===== config.mk =====
export PLATFORM = sky130hd
export DESIGN_NAME = stat_engine
export DESIGN_NICKNAME = d
export VERILOG_FILES = /design/src/rtl/stat_pkg.sv /design/src/rtl/stat_cell.sv /design/src/rtl/stat_engine.sv
export SDC_FILE = /design/constraint.sdc
export NUM_CORES = 1
export LEC_CHECK = 0
export ABC_AREA = 1
export CAP_MARGIN = 20
export CORE_AREA = 2 2 87 89
export CTS_CLUSTER_DIAMETER = 30
export DETAILED_ROUTE_END_ITERATION = 8
export DIE_AREA = 0 0 89 91
export PLACE_DENSITY = 0.67
export REMOVE_ABC_BUFFERS = 1
export SYNTH_ARGS = -nofsm -noshare
export SYNTH_HDL_FRONTEND = slang
export SYNTH_SLANG_ARGS = --single-unit
export TNS_END_PERCENT = 100

===== constraint.sdc =====
create_clock -name clk -period 2.25 [get_ports clk]
set_input_delay 0.45 -clock clk [delete_from_list [all_inputs] [get_ports clk]]
set_output_delay 0.45 -clock clk [all_outputs]
set_load 0.01 [all_outputs]

===== src/rtl/stat_pkg.sv =====
// Shared constants for the pet-statistics engine: build defaults,
// decay-target mode encodings and the indices of the six game stats.
package stat_pkg;

  localparam int DEF_NUM_STATS  = 6;
  localparam int DEF_STAT_W     = 4;
  localparam int DEF_TICK_DIV   = 1000;
  localparam int DEF_CARE_STEP  = 1;
  localparam int DEF_DECAY_STEP = 1;
  localparam int DEF_INIT_VAL   = 0;

  localparam int MODE_RANDOM = 0;
  localparam int MODE_RR     = 1;
  localparam int DEF_MODE    = MODE_RANDOM;

  localparam int HUNGER    = 0;
  localparam int HAPPINESS = 1;
  localparam int HEALTH    = 2;
  localparam int HYGIENE   = 3;
  localparam int ENERGY    = 4;
  localparam int SOCIAL    = 5;

endpackage


===== src/rtl/stat_cell.sv =====
// One saturating need counter: adds INC_STEP on inc_en, subtracts
// DEC_STEP on dec_en, both in the same update, clamped to 0..MAX.
module stat_cell
  import stat_pkg::*;
#(
  parameter int STAT_W   = DEF_STAT_W,
  parameter int INC_STEP = DEF_DECAY_STEP,
  parameter int DEC_STEP = DEF_CARE_STEP,
  parameter int INIT_VAL = DEF_INIT_VAL
) (
  input  logic              clk,
  input  logic              reset_n,
  input  logic              inc_en,
  input  logic              dec_en,
  output logic [STAT_W-1:0] value,
  output logic              at_max,
  output logic              at_max_next
);

  localparam logic [STAT_W-1:0]        MAX    = '1;
  localparam logic [STAT_W-1:0]        INIT_V = STAT_W'(INIT_VAL);
  localparam logic signed [STAT_W+1:0] MAX_S  = $signed({2'b00, MAX});
  localparam logic signed [STAT_W+1:0] INC_S  = (STAT_W+2)'(INC_STEP);
  localparam logic signed [STAT_W+1:0] DEC_S  = (STAT_W+2)'(DEC_STEP);

  logic [STAT_W-1:0]        value_q, value_d;
  logic                     at_max_q, at_max_d;
  logic signed [STAT_W+1:0] sum;

  // Net change in two extra bits (range -MAX..2*MAX) so the clamp never wraps
  always_comb begin
    sum = $signed({2'b00, value_q});
    if (inc_en) sum = sum + INC_S;
    if (dec_en) sum = sum - DEC_S;
    if (sum[STAT_W+1])    value_d = '0;
    else if (sum > MAX_S) value_d = MAX;
    else                  value_d = sum[STAT_W-1:0];
    at_max_d = (value_d == MAX);
  end

  // Counter and its max flag update together
  always_ff @(posedge clk or negedge reset_n) begin
    if (!reset_n) begin
      value_q  <= INIT_V;
      at_max_q <= (INIT_V == MAX);
    end else begin
      value_q  <= value_d;
      at_max_q <= at_max_d;
    end
  end

  assign value       = value_q;
  assign at_max      = at_max_q;
  assign at_max_next = at_max_d;

endmodule


===== src/rtl/stat_engine.sv =====
// Pet-statistics engine: prescaled decay tick raises one selected stat,
// rising edges on care buttons lower individual stats.
module stat_engine
  import stat_pkg::*;
#(
  parameter int NUM_STATS  = DEF_NUM_STATS,
  parameter int STAT_W     = DEF_STAT_W,
  parameter int TICK_DIV   = DEF_TICK_DIV,
  parameter int CARE_STEP  = DEF_CARE_STEP,
  parameter int DECAY_STEP = DEF_DECAY_STEP,
  parameter int MODE       = DEF_MODE,
  parameter int INIT_VAL   = DEF_INIT_VAL
) (
  input  logic                        clk,
  input  logic                        reset_n,
  input  logic [NUM_STATS-1:0]        act,
  input  logic [7:0]                  random,
  input  logic                        pause,
  output logic [NUM_STATS*STAT_W-1:0] stats,
  output logic [NUM_STATS-1:0]        critical,
  output logic                        any_critical,
  output logic                        tick
);

  localparam int SEL_W = $clog2(NUM_STATS);
  localparam int CNT_W = $clog2(TICK_DIV);
  localparam logic [CNT_W-1:0] CNT_LAST = CNT_W'(TICK_DIV - 1);
  localparam logic [SEL_W-1:0] PTR_LAST = SEL_W'(NUM_STATS - 1);

  logic [CNT_W-1:0]     cnt_q, cnt_d;
  logic [SEL_W-1:0]     ptr_q, ptr_d;
  logic [NUM_STATS-1:0] act_q, act_d;
  logic                 tick_q, tick_d;
  logic                 any_q, any_d;

  logic                 tick_now;
  logic [SEL_W-1:0]     target;
  logic [NUM_STATS-1:0] press;
  logic [NUM_STATS-1:0] inc_en;
  logic [NUM_STATS-1:0] crit_next;
  logic                 unused_random;

  // Only the low SEL_W bits of random select a target
  assign unused_random = ^random;

  // Prescaler, round-robin pointer, decay target and care edge detect
  always_comb begin
    tick_now = !pause && (cnt_q == CNT_LAST);
    cnt_d    = cnt_q;
    if (!pause) cnt_d = tick_now ? '0 : cnt_q + 1'b1;
    ptr_d = ptr_q;
    if (tick_now) ptr_d = (ptr_q == PTR_LAST) ? '0 : ptr_q + 1'b1;
    target = (MODE == MODE_RR) ? ptr_q : random[SEL_W-1:0];
    tick_d = tick_now;
    act_d  = act;
    press  = act & ~act_q;
    inc_en = '0;
    for (int unsigned i = 0; i < NUM_STATS; i++) begin
      inc_en[i] = tick_now && (target == SEL_W'(i));
    end
  end

  // Summary flag from next-state values so it lands with the stats
  always_comb begin
    any_d = |crit_next;
  end

  // Control state registers
  always_ff @(posedge clk or negedge reset_n) begin
    if (!reset_n) begin
      cnt_q  <= '0;
      ptr_q  <= '0;
      act_q  <= '0;
      tick_q <= 1'b0;
      any_q  <= (STAT_W'(INIT_VAL) == '1);
    end else begin
      cnt_q  <= cnt_d;
      ptr_q  <= ptr_d;
      act_q  <= act_d;
      tick_q <= tick_d;
      any_q  <= any_d;
    end
  end

  for (genvar g = 0; g < NUM_STATS; g++) begin : g_cell
    stat_cell #(
      .STAT_W  (STAT_W),
      .INC_STEP(DECAY_STEP),
      .DEC_STEP(CARE_STEP),
      .INIT_VAL(INIT_VAL)
    ) u_cell (
      .clk        (clk),
      .reset_n    (reset_n),
      .inc_en     (inc_en[g]),
      .dec_en     (press[g]),
      .value      (stats[g*STAT_W +: STAT_W]),
      .at_max     (critical[g]),
      .at_max_next(crit_next[g])
    );
  end

  assign tick         = tick_q;
  assign any_critical = any_q;

endmodule


# ---- After elaboration in Yosys (flattened, before gate mapping)
# Cells that the tools add are included.
dict set report totals {
  reg_bits 48
  latch_bits 0
  ramBits 0
  romBits 0
  inputBits 17
  out_inout_bits 32
  wordCells 84
  n_memories 0
}
dict set report op_classes {
  n_addsub 13
  mul 0
  div 0
  n_lt_le_gt_ge 6
  eq_ne 12
  shift 0
  n_mux 25
  n_bitwise 2
  n_reduce_logical 10
}
# cell n
set op_table {}
lappend op_table {{6-bit two-way mux} 12}
lappend op_table {{4-bit two-way mux} 12}
lappend op_table {{6-bit by 5-bit > comparator with 1-bit output (second input constant)} 6}
lappend op_table {{6-bit by 2-bit subtractor with 6-bit output (second input constant)} 6}
lappend op_table {{4-bit by 1-bit adder with 5-bit output (second input constant)} 6}
lappend op_table {{4-bit equality test (second input constant)} 6}
lappend op_table {{10-bit by 1-bit adder with 10-bit output (second input constant)} 1}
lappend op_table {{10-bit equality test (second input constant)} 1}
lappend op_table {{10-bit two-way mux} 1}
lappend op_table {{1-bit logical AND} 7}
lappend op_table {{6-bit AND} 1}
lappend op_table {{3-bit by 2-bit equality test with 1-bit output (second input constant)} 2}
lappend op_table {{3-bit equality test (second input constant)} 2}
lappend op_table {{6-bit NOT} 1}
lappend op_table {{6-bit OR reduction} 1}
lappend op_table {{3-bit by 1-bit equality test with 1-bit output (second input constant)} 1}
lappend op_table {{3-bit logical NOT} 1}
lappend op_table {{1-bit logical NOT} 1}

# ---- Longest topological paths before layout
dict set report depth {
  ltp_word 11
  ltp_mapped 16
  ltp_nobuf 16
}

# ---- By module
# A second synthesis with hierarchy kept.
dict set report unflattened {
  hier_cells 439
  hier_area_um2 3240.6
}
# mod n_inst cells_each area_per_inst_um2 seq_area_each_um2
set modules_own_cells {}
lappend modules_own_cells {stat_cell 6 55 386.6 125.1}
lappend modules_own_cells {stat_engine 1 109 920.9 450.4}

# ---- Worst setup path before layout
# No wires, ideal clock.
dict set report synth_path {
  path_type {register -> register}
  start {register cnt_q[0]}
  end {register any_q (netlist: any_critical)}
  arrival_ps 1786
  t_required_ps 2125
  slack_ps 338
  path_stages_with_launch 14
  path_buffers 1
  period_less_slack_ps 1912
  path_cell_list {dfrtp_1 > ha_1 > nand4_4 > nor2_8 > buf_6 > nand3_1 > nand2_1 > nand3_2 > nor2_2 > nand2_2 > nand3_2 > nor2_2 > nor2_1 > nand3_1}
}
dict set report synth_between {
  elab_chain_len 11
  word_cells_on_any_way 51
  cone_classes {add/sub (6); order compare (6); eq/ne (7); mux (24); reduce/logical (8)}
}
# item line
set synth_lines {}
lappend synth_lines {{from (decl)} stat_engine.sv:30} ;# logic [CNT_W-1:0] cnt_q, cnt_d;
lappend synth_lines {{from (signal assigned)} stat_engine.sv:77} ;# cnt_q <= cnt_d;
lappend synth_lines {{10-bit equality test *} stat_engine.sv:48} ;# tick_now = !pause && (cnt_q == CNT_LAST);
lappend synth_lines {{1-bit logical AND *} stat_engine.sv:48}
lappend synth_lines {{1-bit logical AND *} stat_engine.sv:59} ;# inc_en[i] = tick_now && (target == SEL_W'(i));
lappend synth_lines {{6-bit two-way mux *} stat_cell.sv:33} ;# if (inc_en) sum = sum + INC_S;
lappend synth_lines {{6-bit by 2-bit subtractor with 6-bit output} stat_cell.sv:34} ;# if (dec_en) sum = sum - DEC_S;
lappend synth_lines {{6-bit two-way mux *} stat_cell.sv:34}
lappend synth_lines {{6-bit by 5-bit > comparator with 1-bit output} stat_cell.sv:36} ;# else if (sum > MAX_S) value_d = MAX;
lappend synth_lines {{4-bit two-way mux} stat_cell.sv:36}
lappend synth_lines {{4-bit two-way mux *} stat_cell.sv:35} ;# if (sum[STAT_W+1]) value_d = '0;
lappend synth_lines {{4-bit equality test *} stat_cell.sv:38} ;# at_max_d = (value_d == MAX);
lappend synth_lines {{named net g_cell[4].u_cell.at_max_next} stat_cell.sv:17} ;# output logic at_max_next
lappend synth_lines {{6-bit OR reduction *} stat_engine.sv:65} ;# any_d = |crit_next;
lappend synth_lines {{named net any_d} stat_engine.sv:34} ;# logic any_q, any_d;
lappend synth_lines {{to (signal assigned)} stat_engine.sv:75} ;# any_q <= (STAT_W'(INIT_VAL) == '1);
lappend synth_lines {{to (signal assigned)} stat_engine.sv:81} ;# any_q <= any_d;
lappend synth_lines {{to (decl)} stat_engine.sv:34}
# The timed path passes the listed nets; every way through them passes the cells marked *.
# A chain may end at the register's enable or synchronous reset.

# ---- Final worst setup path
dict set report layout_path {
  start {input port random[1]}
  end {register any_q (netlist: any_critical)}
}
dict set report layout_between {
  elab_chain_len 10
  word_cells_on_any_way 55
  cone_classes {add/sub (6); order compare (6); eq/ne (11); mux (24); reduce/logical (8)}
}
# item line
set layout_lines {}
lappend layout_lines {{from (decl)} stat_engine.sv:17} ;# input logic [7:0] random,
lappend layout_lines {{3-bit equality test *} stat_engine.sv:59}
lappend layout_lines {{1-bit logical AND *} stat_engine.sv:59}
lappend layout_lines {{6-bit two-way mux *} stat_cell.sv:33}
lappend layout_lines {{6-bit by 2-bit subtractor with 6-bit output} stat_cell.sv:34}
lappend layout_lines {{6-bit two-way mux *} stat_cell.sv:34}
lappend layout_lines {{6-bit by 5-bit > comparator with 1-bit output} stat_cell.sv:36}
lappend layout_lines {{4-bit two-way mux} stat_cell.sv:36}
lappend layout_lines {{4-bit two-way mux *} stat_cell.sv:35}
lappend layout_lines {{4-bit equality test *} stat_cell.sv:38}
lappend layout_lines {{named net g_cell[4].u_cell.at_max_next} stat_cell.sv:17}
lappend layout_lines {{6-bit OR reduction *} stat_engine.sv:65}
lappend layout_lines {{named net any_d} stat_engine.sv:34}
# Marks and branches as above.

==> results.md <==
| Parameter | This run | Unit |
|:---|:---|:---|
| Status | complete, no violations | - |
| Power Density | 723 | nW/µm² |
| Dominant cell type by area after synthesis | sky130_fd_sc_hd__dfrtp_1 | - |
| Fin crit share | 92.7 | % |
| Fin Setup TNS | 0 | ns |
| Sequential Power Share | 40.0 | % |
| Fmax achieved | 479 | MHz |
| Die Outline Area | 8100 | µm² |
| Design internal power | 1910 | µW |
| Root buf cell | sky130_fd_sc_hd__clkbuf_8 | - |
| GRT Overall Usage | 19.2 | % |
| Sequential share of the synthesized area | 38.5 | % |
| Share of final-layout standard cells stronger than drive strength 1 | 26.3 | % |
| Most instantiated flip-flop cell in the synthesis netlist | sky130_fd_sc_hd__dfrtp_1 | - |
| Synthesized instance count | 414 | - |
| Fin nets | 547 | - |
| Fill cells | 675 | - |
| Remaining design rule violation count | 0 | - |
| H-tree levels | 2 | - |
| End of the worst register-to-register path | any_critical | - |
| Maximum number of pins on one net before global-route repair | 28 | - |
| Syn. warnings | 0 | - |
| Worst EP arrival | 2.26 | ns |
| Clk Latency, worst-skew pair | 0.29 | ns |
| Number of cells on the worst reg-to-reg path | 14 | - |
| Unrepaired setup endpoints after global routing | false | - |
| CTS sink count | 48 | - |
| DR WL/cell | 11.8 | µm |
| Number of core rows | 31 | - |
| Class of the tightest hold or removal check | primary input to async pin | - |
| Synth unique cells | 36 | - |
| Flop-to-flop setup slack | 0.17 | ns |
| Total area of sequential cells | 1200 | µm² |
| Hold Violations, Final | 0 | - |
| Comb pwr share | 45.0 | % |
| Critical Path Sink Type | register | - |
| Series of cell instances along the critical path | clkdlybuf4s50_1, inv_1, nand2_1, buf_4, nor2_4, buf_4, nand3b_1, nand2_1, nand3_2, nor2_4, nand2_2, nand3_2, nor2_2, nor2_1, nand3_1 | - |
| Number of instances in the placed design | 610 | - |
| Max Slew Vio Count | 0 | - |
| Initial Util | 43.7 | % |
| Count of TritonRoute iterations in the first routing pass | 4 | - |
| Post-synth top area share | 38.5 | % |
| CTS max path bufs | 2 | - |
| Via count of the first global-routing pass | 2899 | - |
| Static leakage | 0.00220 | µW |
| Fraction of power spent switching nets | 38.5 | % |
| Switching power | 1200 | µW |
| Die width | 89 | µm |
| Worst ir drop on vdd | 0.000300 | V |
| Minimum period implied by the final worst setup slack | 2.09 | ns |
| Final standard cell utilization of the core | 60.4 | % |
| Start of the worst register-to-register path | cnt_q[1] | - |
| Multi-input gate area | 1740 | µm² |
| Critical Path RT | 2.43 | ns |
| Dominant cells by area after synthesis | sky130_fd_sc_hd__dfrtp_1, sky130_fd_sc_hd__nand2_1, sky130_fd_sc_hd__nand3_1 | - |
| Wire length of the first global-routing pass | 12600 | µm |
| Critical setup path kind | primary input to register | - |
| Post-synth EDFFs | 0 | - |
| Clock share of power | 15.1 | % |
| Via Count | 2984 | - |
| Detail-routed via count per cell | 4.81 | - |
| Chip height | 91 | µm |
| Final weighted congestion in routability-driven placement | 0.869 | - |
| CP peak stage delay | 0.42 | ns |
| Ports | 49 | - |
| Final clock skew | 0.00621 | ns |
| Critical path launch point type | primary input | - |
| Number of antenna diodes | 0 | - |
| Sum of internal, switching and leakage power | 3110 | µW |
| TritonCTS buffer count | 5 | - |
| Number of DRC violations after detailed-routing iteration 0 | 124 | - |
| Total routed wirelength | 7300 | µm |
| Dpl hpwl | 5600 | µm |
| Total grt overflow | 0 | - |
| Layout area overhead | 38.1 | % |
| Post-synthesis cell area | 3120 | µm² |
| Post-detailed-route count of antenna-violating nets | 0 | - |
| Clk slew on worst S/H paths | 0.08 | ns |
| Avg Inst Size Synth | 7.54 | µm² |
| Count of port buffers added during placement | 43 | - |
| Clock tree from TritonCTS | yes | - |
| Ys async rst share | 100 | % |
| Core footprint | 7140 | µm² |
| Critical-path top delay cell | sky130_fd_sc_hd__clkdlybuf4s50_1 | - |
| Antenna violations before repair | 0 | - |
| Final non-filler cell total | 620 | - |
| Final setup violation count | 0 | - |
| Slew @ Worst Pin | 0.549 | ns |
| Max-cap violations | 0 | - |
| Yosys reg bits | 48 | - |
| Remaining max-slew budget at the tightest pin | 63.4 | % |
| Critical Path Fanout Max | 4 | - |
==> worst max path at each step <==
| stage | startpoint | endpoint | slack [ns] | cells after the start |
|---|---|---|---|---|
| 3_3_place_gp | pause | any_critical | -0.28 | 14 |
| 3_5_place_dp | pause | any_critical | -0.35 | 14 |
| 6_report | random[1] | any_critical | 0.16 | 15 |
| 2_1_floorplan | cnt_q[0] | any_critical | 0.22 | 14 |
| 4_1_cts | pause | any_critical | 0.006 | 16 |
| 5_1_grt | cnt_q[1] | any_critical | 0.003 | 15 |
==> cells in the mapped netlist, types with 4 or more instances <==
| cell type | n |
|---|---|
| sky130_fd_sc_hd__nand3_1 | 40 |
| sky130_fd_sc_hd__o21ai_0 | 13 |
| sky130_fd_sc_hd__dfrtp_1 | 48 |
| sky130_fd_sc_hd__buf_4 | 6 |
| sky130_fd_sc_hd__a21oi_1 | 11 |
| sky130_fd_sc_hd__xnor2_1 | 5 |
| sky130_fd_sc_hd__ha_1 | 7 |
| sky130_fd_sc_hd__nand2_2 | 12 |
| sky130_fd_sc_hd__inv_1 | 53 |
| sky130_fd_sc_hd__inv_2 | 4 |
| sky130_fd_sc_hd__nand4_1 | 7 |
| sky130_fd_sc_hd__a31oi_1 | 5 |
| sky130_fd_sc_hd__nand3_2 | 9 |
| sky130_fd_sc_hd__nor2_1 | 35 |
| sky130_fd_sc_hd__o21ai_1 | 4 |
| sky130_fd_sc_hd__xor2_1 | 10 |
| sky130_fd_sc_hd__nor2_2 | 7 |
| sky130_fd_sc_hd__nand2_1 | 109 |
| sky130_fd_sc_hd__nor2_4 | 5 |
==> power groups by stage <==
stage | logic [µW] | clock network, µW | registers, µW
after floorplan | 722 | 0 | 1260
after global placement | 1290 | 0 | 1240
after detailed placement | 1330 | 0 | 1250
after CTS | 1360 | 494 | 1240
after global routing | 1570 | 529 | 1270
final | 1400 | 469 | 1240
==> registers in the layout, summed over array words and instances, names as in the netlist <==
name / cells
g_cell.u_cell.value: 24
cnt_q: 10
act_q: 6
g_cell.u_cell.at_max: 6
any_critical: 1
tick: 1
==> routing by layer <==
layer / wire length [µm] / GRT usage, %
met1: 3210 / 24.2
met3: 217 / 3.45
met5: 0 / 0
met2: 3760 / 33.8
met4: 108 / 3.98
==> area by class of cell <==
cell class	count	share of cell area, %
Clock buffer	5	1.60
Tap cell	99	2.87
Multi-Input combinational cell	300	40.4
Inverter	58	5.05
Sequential cell	48	27.9
Timing Repair Buffer	110	22.2
==> critical path: cells and delay by family <==
family | cells | cell delay [ns]
simple gates | 11 | 1.00
buf+inv | 4 | 0.79
==> stage by stage <==
stage / hold WS, ns / worst slack (ns) / cell area, µm²
3_5_place_dp: 0.469 / -0.351 / 4080
6_report: 0.130 / 0.164 / 4310
5_1_grt: 0.146 / 0.00268 / 4310
4_1_cts: 0.145 / 0.00614 / 4210
3_3_place_gp: 0.465 / -0.282 / 4080
2_1_floorplan: 0.154 / 0.221 / 3050
==> cell usage in the layout, fill, tap and decap left out, types with 6 or more instances in the layout <==
master and count:
sky130_fd_sc_hd__a21oi_1 11, sky130_fd_sc_hd__buf_4 65, sky130_fd_sc_hd__clkdlybuf4s50_1 40, sky130_fd_sc_hd__dfrtp_1 48, sky130_fd_sc_hd__ha_1 6, sky130_fd_sc_hd__inv_1 52
sky130_fd_sc_hd__nand2_1 105, sky130_fd_sc_hd__nand2_2 16, sky130_fd_sc_hd__nand3_1 37, sky130_fd_sc_hd__nand3_2 11, sky130_fd_sc_hd__nand4_1 7, sky130_fd_sc_hd__nor2_1 28
sky130_fd_sc_hd__nor2_2 11, sky130_fd_sc_hd__nor2_4 8, sky130_fd_sc_hd__o21ai_0 12, sky130_fd_sc_hd__xor2_1 9
==> kinds of logic after synthesis <==
kind of cell | share of synthesized area (%)
and+or+nand+nor | 38.3
buffers and inverters | 9.14
AOI/OAI and AO/OA | 7.10
adders and majority gates | 2.81
DFF | 38.5
xor gates and xnor gates | 4.21
==> repair_timing <==
item / in CTS / in global routing
setup buffers: 3 / 2
pin swaps: 2 / 8
resized for setup: 5 / 24
hold buffers: 0 / 0
endpoints found under the setup margin: 1 / 15
(Power assumes the default switching activity.)
